## config.mk

```make
export PLATFORM = sky130hd
export DESIGN_NAME = upsp_outbuf_rdctrl
export DESIGN_NICKNAME = d
export VERILOG_FILES = /design/src/rtl/upsp_pkg.sv /design/src/rtl/upsp_axis_oreg.sv /design/src/rtl/upsp_outbuf_rdctrl.sv
export SDC_FILE = /design/constraint.sdc
export NUM_CORES = 1
export LEC_CHECK = 0
export ABC_AREA = 1
export ABC_CLOCK_PERIOD_IN_PS = 1600
export BUFFER_PORTS_ARGS = -buffer_cell sky130_fd_sc_hd__buf_2
export CORE_MARGIN = 1
export CORE_UTILIZATION = 25
export CTS_BUF_LIST = sky130_fd_sc_hd__clkbuf_2
export CTS_CLUSTER_DIAMETER = 40
export DETAILED_ROUTE_END_ITERATION = 7
export MAX_ROUTING_LAYER = met4
export PLACE_DENSITY = 0.57
export SETUP_SLACK_MARGIN = 0.3
export SLEW_MARGIN = 25
export SYNTH_ARGS = -nofsm -noshare
export SYNTH_HDL_FRONTEND = slang
export SYNTH_HIERARCHICAL = 1
export SYNTH_SLANG_ARGS = --single-unit
```

## constraint.sdc

```tcl
create_clock -name clk -period 1.6 [get_ports clk]
set_input_delay 0.32 -clock clk [delete_from_list [all_inputs] [get_ports clk]]
set_output_delay 0.32 -clock clk [all_outputs]
set_load 0.02 [all_outputs]
```

## src/rtl/upsp_pkg.sv

```systemverilog
// Package shared by the up-sampling output-buffer read path.
// Holds the pixel geometry of a stream beat and the encoding of the
// read-sequencer states.
package upsp_pkg;

    localparam int PIX_WIDTH    = 24;
    localparam int PIX_PER_BEAT = 4;

    localparam logic [1:0] ST_IDLE   = 2'd0;
    localparam logic [1:0] ST_STREAM = 2'd1;
    localparam logic [1:0] ST_DRAIN  = 2'd2;
    localparam logic [1:0] ST_DONE   = 2'd3;

    typedef enum logic [1:0] {
        IDLE   = ST_IDLE,
        STREAM = ST_STREAM,
        DRAIN  = ST_DRAIN,
        DONE   = ST_DONE
    } rd_state_t;

endpackage

```

## src/rtl/upsp_axis_oreg.sv

```systemverilog
// Single-stage AXI4-Stream output register carrying tdata/tuser/tlast.
// load  : capture in_* and raise tvalid (caller guarantees the slot is free
//         or being handed over this cycle)
// hold  : payload frozen while tvalid & ~tready
// clear : tvalid drops after a handshake that is not refilled
// Ports: clk, rst_n (async, active-low), load, in_data/in_user/in_last,
//        tready in; tvalid/tdata/tuser/tlast out.
module upsp_axis_oreg #(
    parameter int DATA_WIDTH = 96
) (
    input  logic                  clk,
    input  logic                  rst_n,
    input  logic                  load,
    input  logic [DATA_WIDTH-1:0] in_data,
    input  logic                  in_user,
    input  logic                  in_last,
    input  logic                  tready,
    output logic                  tvalid,
    output logic [DATA_WIDTH-1:0] tdata,
    output logic                  tuser,
    output logic                  tlast
);

    always_ff @(posedge clk or negedge rst_n) begin
        if (!rst_n) begin
            tvalid <= 1'b0;
            tdata  <= '0;
            tuser  <= 1'b0;
            tlast  <= 1'b0;
        end else if (load) begin
            tvalid <= 1'b1;
            tdata  <= in_data;
            tuser  <= in_user;
            tlast  <= in_last;
        end else if (tvalid && tready) begin
            // Payload is left as-is; only tvalid is meaningful once empty.
            tvalid <= 1'b0;
        end
    end

endmodule

```

## src/rtl/upsp_outbuf_rdctrl.sv

```systemverilog
// Read-side sequencer of the up-sampling output buffer.
// Pops 4-pixel words from a first-word-fall-through buffer and streams one
// frame per start pulse on an AXI4-Stream master (tuser = start of frame,
// tlast = end of row). One beat per clock when the sink never stalls.
// Ports:
//   clk, rst_n            clock, asynchronous active-low reset
//   start                 1-clk pulse, begin one frame (ignored unless idle)
//   busy, frame_done      status: busy from start to done inclusive
//   buf_empty, buf_rdata  buffer head (FWFT), buf_rd pops the head
//   m_axis_*              AXI4-Stream master
module upsp_outbuf_rdctrl
    import upsp_pkg::*;
#(
    parameter int DATA_WIDTH     = 96,
    parameter int DST_IMG_WIDTH  = 4096,
    parameter int DST_IMG_HEIGHT = 2160
) (
    input  logic                  clk,
    input  logic                  rst_n,
    input  logic                  start,
    output logic                  busy,
    output logic                  frame_done,
    input  logic                  buf_empty,
    input  logic [DATA_WIDTH-1:0] buf_rdata,
    output logic                  buf_rd,
    output logic                  m_axis_tvalid,
    input  logic                  m_axis_tready,
    output logic [DATA_WIDTH-1:0] m_axis_tdata,
    output logic                  m_axis_tuser,
    output logic                  m_axis_tlast
);

    localparam int BEATS_PER_ROW = DST_IMG_WIDTH / PIX_PER_BEAT;
    localparam int COL_W = (BEATS_PER_ROW  > 1) ? $clog2(BEATS_PER_ROW)  : 1;
    localparam int ROW_W = (DST_IMG_HEIGHT > 1) ? $clog2(DST_IMG_HEIGHT) : 1;
    localparam logic [COL_W-1:0] COL_LAST = COL_W'(BEATS_PER_ROW - 1);
    localparam logic [ROW_W-1:0] ROW_LAST = ROW_W'(DST_IMG_HEIGHT - 1);

    rd_state_t        state_reg;
    logic [COL_W-1:0] col_cnt_reg;
    logic [ROW_W-1:0] row_cnt_reg;
    logic             busy_reg;
    logic             frame_done_reg;

    logic ld_en;
    logic load;
    logic col_last;
    logic row_last;
    logic first_beat;

    // Only the streaming state may pop; the register must be empty or be
    // emptied by a handshake in the same cycle.
    assign ld_en      = (state_reg == STREAM);
    assign load       = ld_en & ~buf_empty & (~m_axis_tvalid | m_axis_tready);
    assign buf_rd     = load;

    assign col_last   = (col_cnt_reg == COL_LAST);
    assign row_last   = (row_cnt_reg == ROW_LAST);
    assign first_beat = (col_cnt_reg == '0) && (row_cnt_reg == '0);

    assign busy       = busy_reg;
    assign frame_done = frame_done_reg;

    always_ff @(posedge clk or negedge rst_n) begin
        if (!rst_n) begin
            state_reg      <= IDLE;
            col_cnt_reg    <= '0;
            row_cnt_reg    <= '0;
            busy_reg       <= 1'b0;
            frame_done_reg <= 1'b0;
        end else begin
            frame_done_reg <= 1'b0;
            case (state_reg)
                IDLE: begin
                    if (start) begin
                        state_reg   <= STREAM;
                        busy_reg    <= 1'b1;
                        col_cnt_reg <= '0;
                        row_cnt_reg <= '0;
                    end
                end
                STREAM: begin
                    // Counters follow pops, not handshakes, so framing tags
                    // are attached to the word at the moment it is captured.
                    if (load) begin
                        if (col_last && row_last) begin
                            state_reg <= DRAIN;
                        end else if (col_last) begin
                            col_cnt_reg <= '0;
                            row_cnt_reg <= row_cnt_reg + ROW_W'(1);
                        end else begin
                            col_cnt_reg <= col_cnt_reg + COL_W'(1);
                        end
                    end
                end
                DRAIN: begin
                    // The final beat sits in the output register; wait for it.
                    if (m_axis_tvalid && m_axis_tready) begin
                        state_reg      <= DONE;
                        frame_done_reg <= 1'b1;
                    end
                end
                DONE: begin
                    // start here is deliberately dropped.
                    state_reg <= IDLE;
                    busy_reg  <= 1'b0;
                end
                default: begin
                    state_reg <= IDLE;
                    busy_reg  <= 1'b0;
                end
            endcase
        end
    end

    upsp_axis_oreg #(
        .DATA_WIDTH (DATA_WIDTH)
    ) u_oreg (
        .clk     (clk),
        .rst_n   (rst_n),
        .load    (load),
        .in_data (buf_rdata),
        .in_user (first_beat),
        .in_last (col_last),
        .tready  (m_axis_tready),
        .tvalid  (m_axis_tvalid),
        .tdata   (m_axis_tdata),
        .tuser   (m_axis_tuser),
        .tlast   (m_axis_tlast)
    );

endmodule
```

==> After elaboration in Yosys (flattened, before gate mapping) <==
Cells that the tools add are included.
{ "word_totals": {"output_inout_bits": 102, "ff_bits": 125, "elab_cells": 61} }
{ "op_classes": {"bitwise_logic": 5, "add_sub_neg": 2, "mux": 21, "n_reduce_logical": 13, "n_eq_ne": 11} }
{ "op_table": {"columns": ["cell", "count"], "rows": [
  ["two-way mux 12 bit", 4],
  ["two-way mux 10 bit", 4],
  ["case mux 12 bit (2 select lines)", 1],
  ["case mux 10 bit (2 select lines)", 1],
  ["adder 12 x 1 -> 12 bit (second input constant)", 1],
  ["== test 12 bit (second input constant)", 1],
  ["logical NOT 12 bit", 1],
  ["adder 10 x 1 -> 10 bit (second input constant)", 1],
  ["== test 10 bit (second input constant)", 1],
  ["logical NOT 10 bit", 1],
  ["two-way mux 2 bit", 4],
  ["!= test 2 bit (second input constant)", 4],
  ["case mux 2 bit (4 select lines)", 1],
  ["AND reduction 4 bit", 2],
  ["nonzero test 2 bit", 3],
  ["two-way mux 1 bit", 5],
  ["AND reduction 5 bit", 1],
  ["== test 2 bit (second input constant)", 2],
  ["!= test 2 x 1 -> 1 bit (second input constant)", 2],
  ["logical AND 1 bit", 3],
  ["bitwise AND 1 bit", 2],
  ["== test 2 x 1 -> 1 bit (second input constant)", 1],
  ["logical NOT 2 bit", 1],
  ["NOT 1 bit", 2],
  ["other kinds (3)", 3]
]} }

==> Logic depth before layout (Yosys ltp) <==
{ "logic_depth": {"depth_word": 5, "mapped_depth": 15, "mapped_depth_nobuf": 13} }

==> Cells and area by module <==
Netlist, hierarchy kept.
{ "by_module_without_submodules": {"columns": ["module", "area_each_um2", "cells_per_inst", "n_inst"], "rows": [
  ["upsp_axis_oreg", 3726.1, 418, 1],
  ["upsp_outbuf_rdctrl", 1843.0, 264, 1]
]} }

==> Least setup slack after synthesis <==
No wires, ideal clock.
{ "synth_timing": {"path_type": "register -> register", "startpoint": "reg state_reg[1]", "endpoint": "reg u_oreg.tdata[74]", "n_path_buf": 4, "t_arrival_ps": 1669, "path_stages_with_launch": 14, "synth_period_minus_slack_ps": 1786, "setup_time_ps": 117, "setup_slack_ps": -186, "cell_sequence": "dfrtp_1 > inv_1 > ha_1 > buf_4 > inv_2 > nor2_2 > nand2_1 > inv_1 > buf_4 > inv_4 > buf_6 > buf_6 > nand2_1 > nand2_1"} }
{ "synth_via": {"elab_chain_len": 3} }
{ "synth_rtl": {"columns": ["item", "line", "text"], "rows": [
  ["start: declaration", "upsp_outbuf_rdctrl.sv:39", "rd_state_t state_reg;"],
  ["start signal: assignment", "upsp_outbuf_rdctrl.sv:66", "state_reg <= IDLE;"],
  ["start signal: assignment", "upsp_outbuf_rdctrl.sv:76", "state_reg <= STREAM;"],
  ["start signal: assignment", "upsp_outbuf_rdctrl.sv:87", "state_reg <= DRAIN;"],
  ["== test 2 x 1 -> 1 bit", "upsp_outbuf_rdctrl.sv:53", "assign ld_en = (state_reg == STREAM);"],
  ["bitwise AND 1 bit (2 in a row)", "upsp_outbuf_rdctrl.sv:54", "assign load = ld_en & ~buf_empty & (~m_axis_tvalid | m_axis_tready);"],
  ["via buf_rd", "upsp_outbuf_rdctrl.sv:25", "output logic buf_rd,"],
  ["end signal: assignment", "upsp_axis_oreg.sv:32", "tdata <= in_data;"],
  ["end: declaration", "upsp_axis_oreg.sv:19", "output logic [DATA_WIDTH-1:0] tdata,"]
]} }
The timed path passes the listed nets, and every way through them passes these cells.
A chain may end at the register's enable or synchronous reset.

==> Worst setup path in the final report <==
{ "layout_timing": {"startpoint": "reg state_reg[0]", "endpoint": "out buf_rd"} }
{ "layout_via": {"elab_chain_len": 3} }
{ "layout_rtl": {"columns": ["item", "line"], "rows": [
  ["== test 2 x 1 -> 1 bit", "upsp_outbuf_rdctrl.sv:53"],
  ["bitwise AND 1 bit (2 in a row)", "upsp_outbuf_rdctrl.sv:54"],
  ["end: declaration", "upsp_outbuf_rdctrl.sv:25"]
]} }
Every way passes these cells.

==> results.md <==
- Outcome: finished, violations left
- Failing checks: setup timing
- Ys Warns: 6
- Data arrival time of the worst path: 1750 ps
- Yosys top cell by area: dfrtp_1
- Reg2reg path depth: 13
- DP Worst Slack: -117.1 ps
- Worst setup path start: state_reg[0]$_DFFE_PN0P_
- Clk buf depth: 2
- Critical Path Start Type: register
- Largest net degree at the start of global routing: 52
- H-tree depth reported by CTS: 4
- Slowest cell on crit path: dfrtp_1
- Vias post-DR: 6156
- Die Width: 151.3 um
- Initial Util: 0.2552
- Number of global-route vias before repair: 5373
- Synth top area cells: dfrtp_1 56%, nand2_1 26%, inv_1 2.3%
- TritonCTS Buffers: 17
- Layout net count: 1236
- Setup ws final: -467.8 ps
- PwrDens: 1702 nW/um^2
- Min cycle time layout: 2068 ps
- Endpoints failing setup: 140
- Sequential fraction of the synthesis area: 0.5617
- Relative slew slack: 0.6920
- Share of layout cells above drive strength 1: 0.4908
- Number of slew-limit violations in the final report: 0
- Worst-Margin Slew: 462.0 ps
- Peak supply drop: 0.7628 mV
- Post-synth top area share: 0.5617
- Router iterations before antenna repair: 4
- Finished Cell Area: 11010 sq um
- Die ar.: 22880 sq um
- DRT iter0 DRCs: 183
- Worst reg2reg path startpoint: state_reg[0]$_DFFE_PN0P_
- Final HPWL DP: 10810 um
- Worst EP required: 1280 ps
- Critical Path Max Stage Delay: 460 ps
- Final WL: 22190 um
- Worst Skew: 48.29 ps
- Synthesized area per cell: 8.166 sq um
- Most common cell after layout, fill and taps aside: nand2_1
- First-pass GRT wire length: 25290 um
- CTS Root Cell: clkbuf_2
- Initial antenna violation count: 0
- Top sig layer: met4
- CTS tree: built
- Syn Inst Count: 682
- Placed Area: 7340 sq um
- Setup CP Type: register to output pin
- FF+latch count, synth: 125
- Overflow after GRT: 0
- Die height: 151.3 um
- Synthesized cell area: 5569 sq um
- Met3 WL: 1349 um
- GPL Wtd Cong: 0.8098
- GRT Util Overall: 0.1450
- Max cap viols: 0
- Distinct cells, synth: 32
- Post-Syn Nets: 792
- Fill cell count: 1887
- Buffers on Ports: 202
- Routed metal-1 wire length: 8862 um
- Crit-path cells: ha_4 -> inv_4 -> nor2_2 -> nand2_1 -> buf_6 -> clkinv_8 -> buf_8
- Clock Latency Late Sink: 690 ps
- Clock sinks: 125
- N_diodes: 0
- Detail Route Antenna Nets: 0
- Total number of placement rows: 54
- Tcrit/Tclk final: 1.292
- Leak: 0.005955 uW
- RSZ-0062 raised after global routing: true
- Worst R2R Setup Slack: -310 ps
- Final hold viol count: 0
- Top Ports: 203
- FMAX: 483.6 MHz
- Worst hold path class: primary input to async pin
- Clock-pin slew on the worst setup and hold paths: 210 ps
- DRC violations left: 0
- CP delay by family, top: flip-flops
- Worst Path Buf+Inv: 4
- Crit Path Max Fanout: 2
- Vias per inst: 4.338
- Final core utilization: 0.5045
- Placeable core area: 21820 sq um
- Met2 WL post-DR: 11490 um
- Reg2reg end: u_oreg/tdata[82]$_DFFE_PN0P_
- Crit path capture type: output pin
- Area grow syn2layout: 97.71%
- Most frequent cells in the layout: 243 x nand2_1, 125 x dfrtp_1, 114 x buf_6
- Max reg flops: 96
- WL/cell: 15.64 um
-- worst reg2reg max path: stages (launching register included) --
cell and delay [ps]:
dfrtp_1 460, ha_4 190, inv_4 50, nor2_2 30, nand2_1 80, buf_6 120
clkinv_8 40, buf_4 130, buf_12 140, buf_12 150, buf_12 130, clkbuf_16 170
nand2_2 80, nand2_1 70
-- repair_timing --
item	4_1_cts	5_1_grt
endpoints found under the hold margin	225	0
gates cloned	0	19
endpoints found under the setup margin	225	226
buffers inserted	21	52
resized for setup	133	314
hold buffers	99	0
pin swaps	9	45
-- Yosys cell counts --
cell	n
nand3b_1	2
o21ai_2	1
inv_2	1
nor3b_1	2
nor3_1	2
nand2_4	1
dfrtp_1	125
buf_6	3
nor2_2	4
buf_2	15
clkinv_1	1
nand2_2	5
buf_8	1
a21oi_1	4
or2_2	2
nor4_1	1
xnor2_1	2
inv_4	1
buf_4	5
nand2_1	388
nand3_1	14
xor2_1	6
clkbuf_1	1
and3_1	1
o21ai_0	8
nor2_4	3
nand4_1	8
nand3b_4	1
inv_1	34
ha_1	9
o21bai_1	1
nor2_1	30
-- layer usage --
metal | vias to the layer above | track usage
met4 | 0 | 0.04250
li1 | 2972 | -
met2 | 209 | 0.2470
met5 | - | -
met3 | 43 | 0.04307
met1 | 2932 | 0.1633
-- cell type report --
type	count	area, sq um	area share
Multi-Input combinational cell	495	2824	0.2565
Tap cell	280	350.3	0.03182
Clock buffer	18	90.09	0.008182
Clock inverter	14	137.6	0.01250
Sequential cell	125	3128	0.2841
Timing Repair Buffer	449	4282	0.3889
Timing Repair inverter	1	11.26	0.001023
Inverter	37	187.7	0.01705
-- metrics by stage --
step | hold slack, ps | setup TNS [ps] | total power [uW] | instances
final | 79.62 | -24250 | 18740 | 1419
after global routing | 4.879 | -42760 | 19850 | 1419
after CTS | 26.42 | -13330 | 15160 | 1348
after detailed placement | 302.3 | -4371 | 11540 | 1196
after global placement | 306.3 | -2037 | 11430 | 1196
after floorplan | 24.41 | -2267 | 9137 | 682
-- worst max-delay path by stage --
stage | cells after the start | slack [ps] | endpoint
finish | 7 | -470 | buf_rd
global route | 8 | -620 | buf_rd
CTS | 8 | -540 | buf_rd
detailed placement | 11 | -120 | row_cnt_reg[6]$_DFFE_PN0P_
global placement | 12 | -60 | row_cnt_reg[3]$_DFFE_PN0P_
floorplan | 15 | -140 | row_cnt_reg[7]$_DFFE_PN0P_
-- kinds of logic (layout without fill, tap and decap cells) --
family | Yosys count | in the layout | synth area share
fa+ha+maj | 9 | 9 | 0.02022
buf+inv | 62 | 519 | 0.05504
compound gates | 14 | 14 | 0.01371
xor+xnor | 8 | 8 | 0.01258
simple gates | 464 | 464 | 0.3368
flops | 125 | 125 | 0.5617
-- power by group --
group          internal [uW]  switching [uW]
Sequential              4390             956
Clock                    595            1370
Combinational           5820            5620
(Power assumes the default switching activity.)
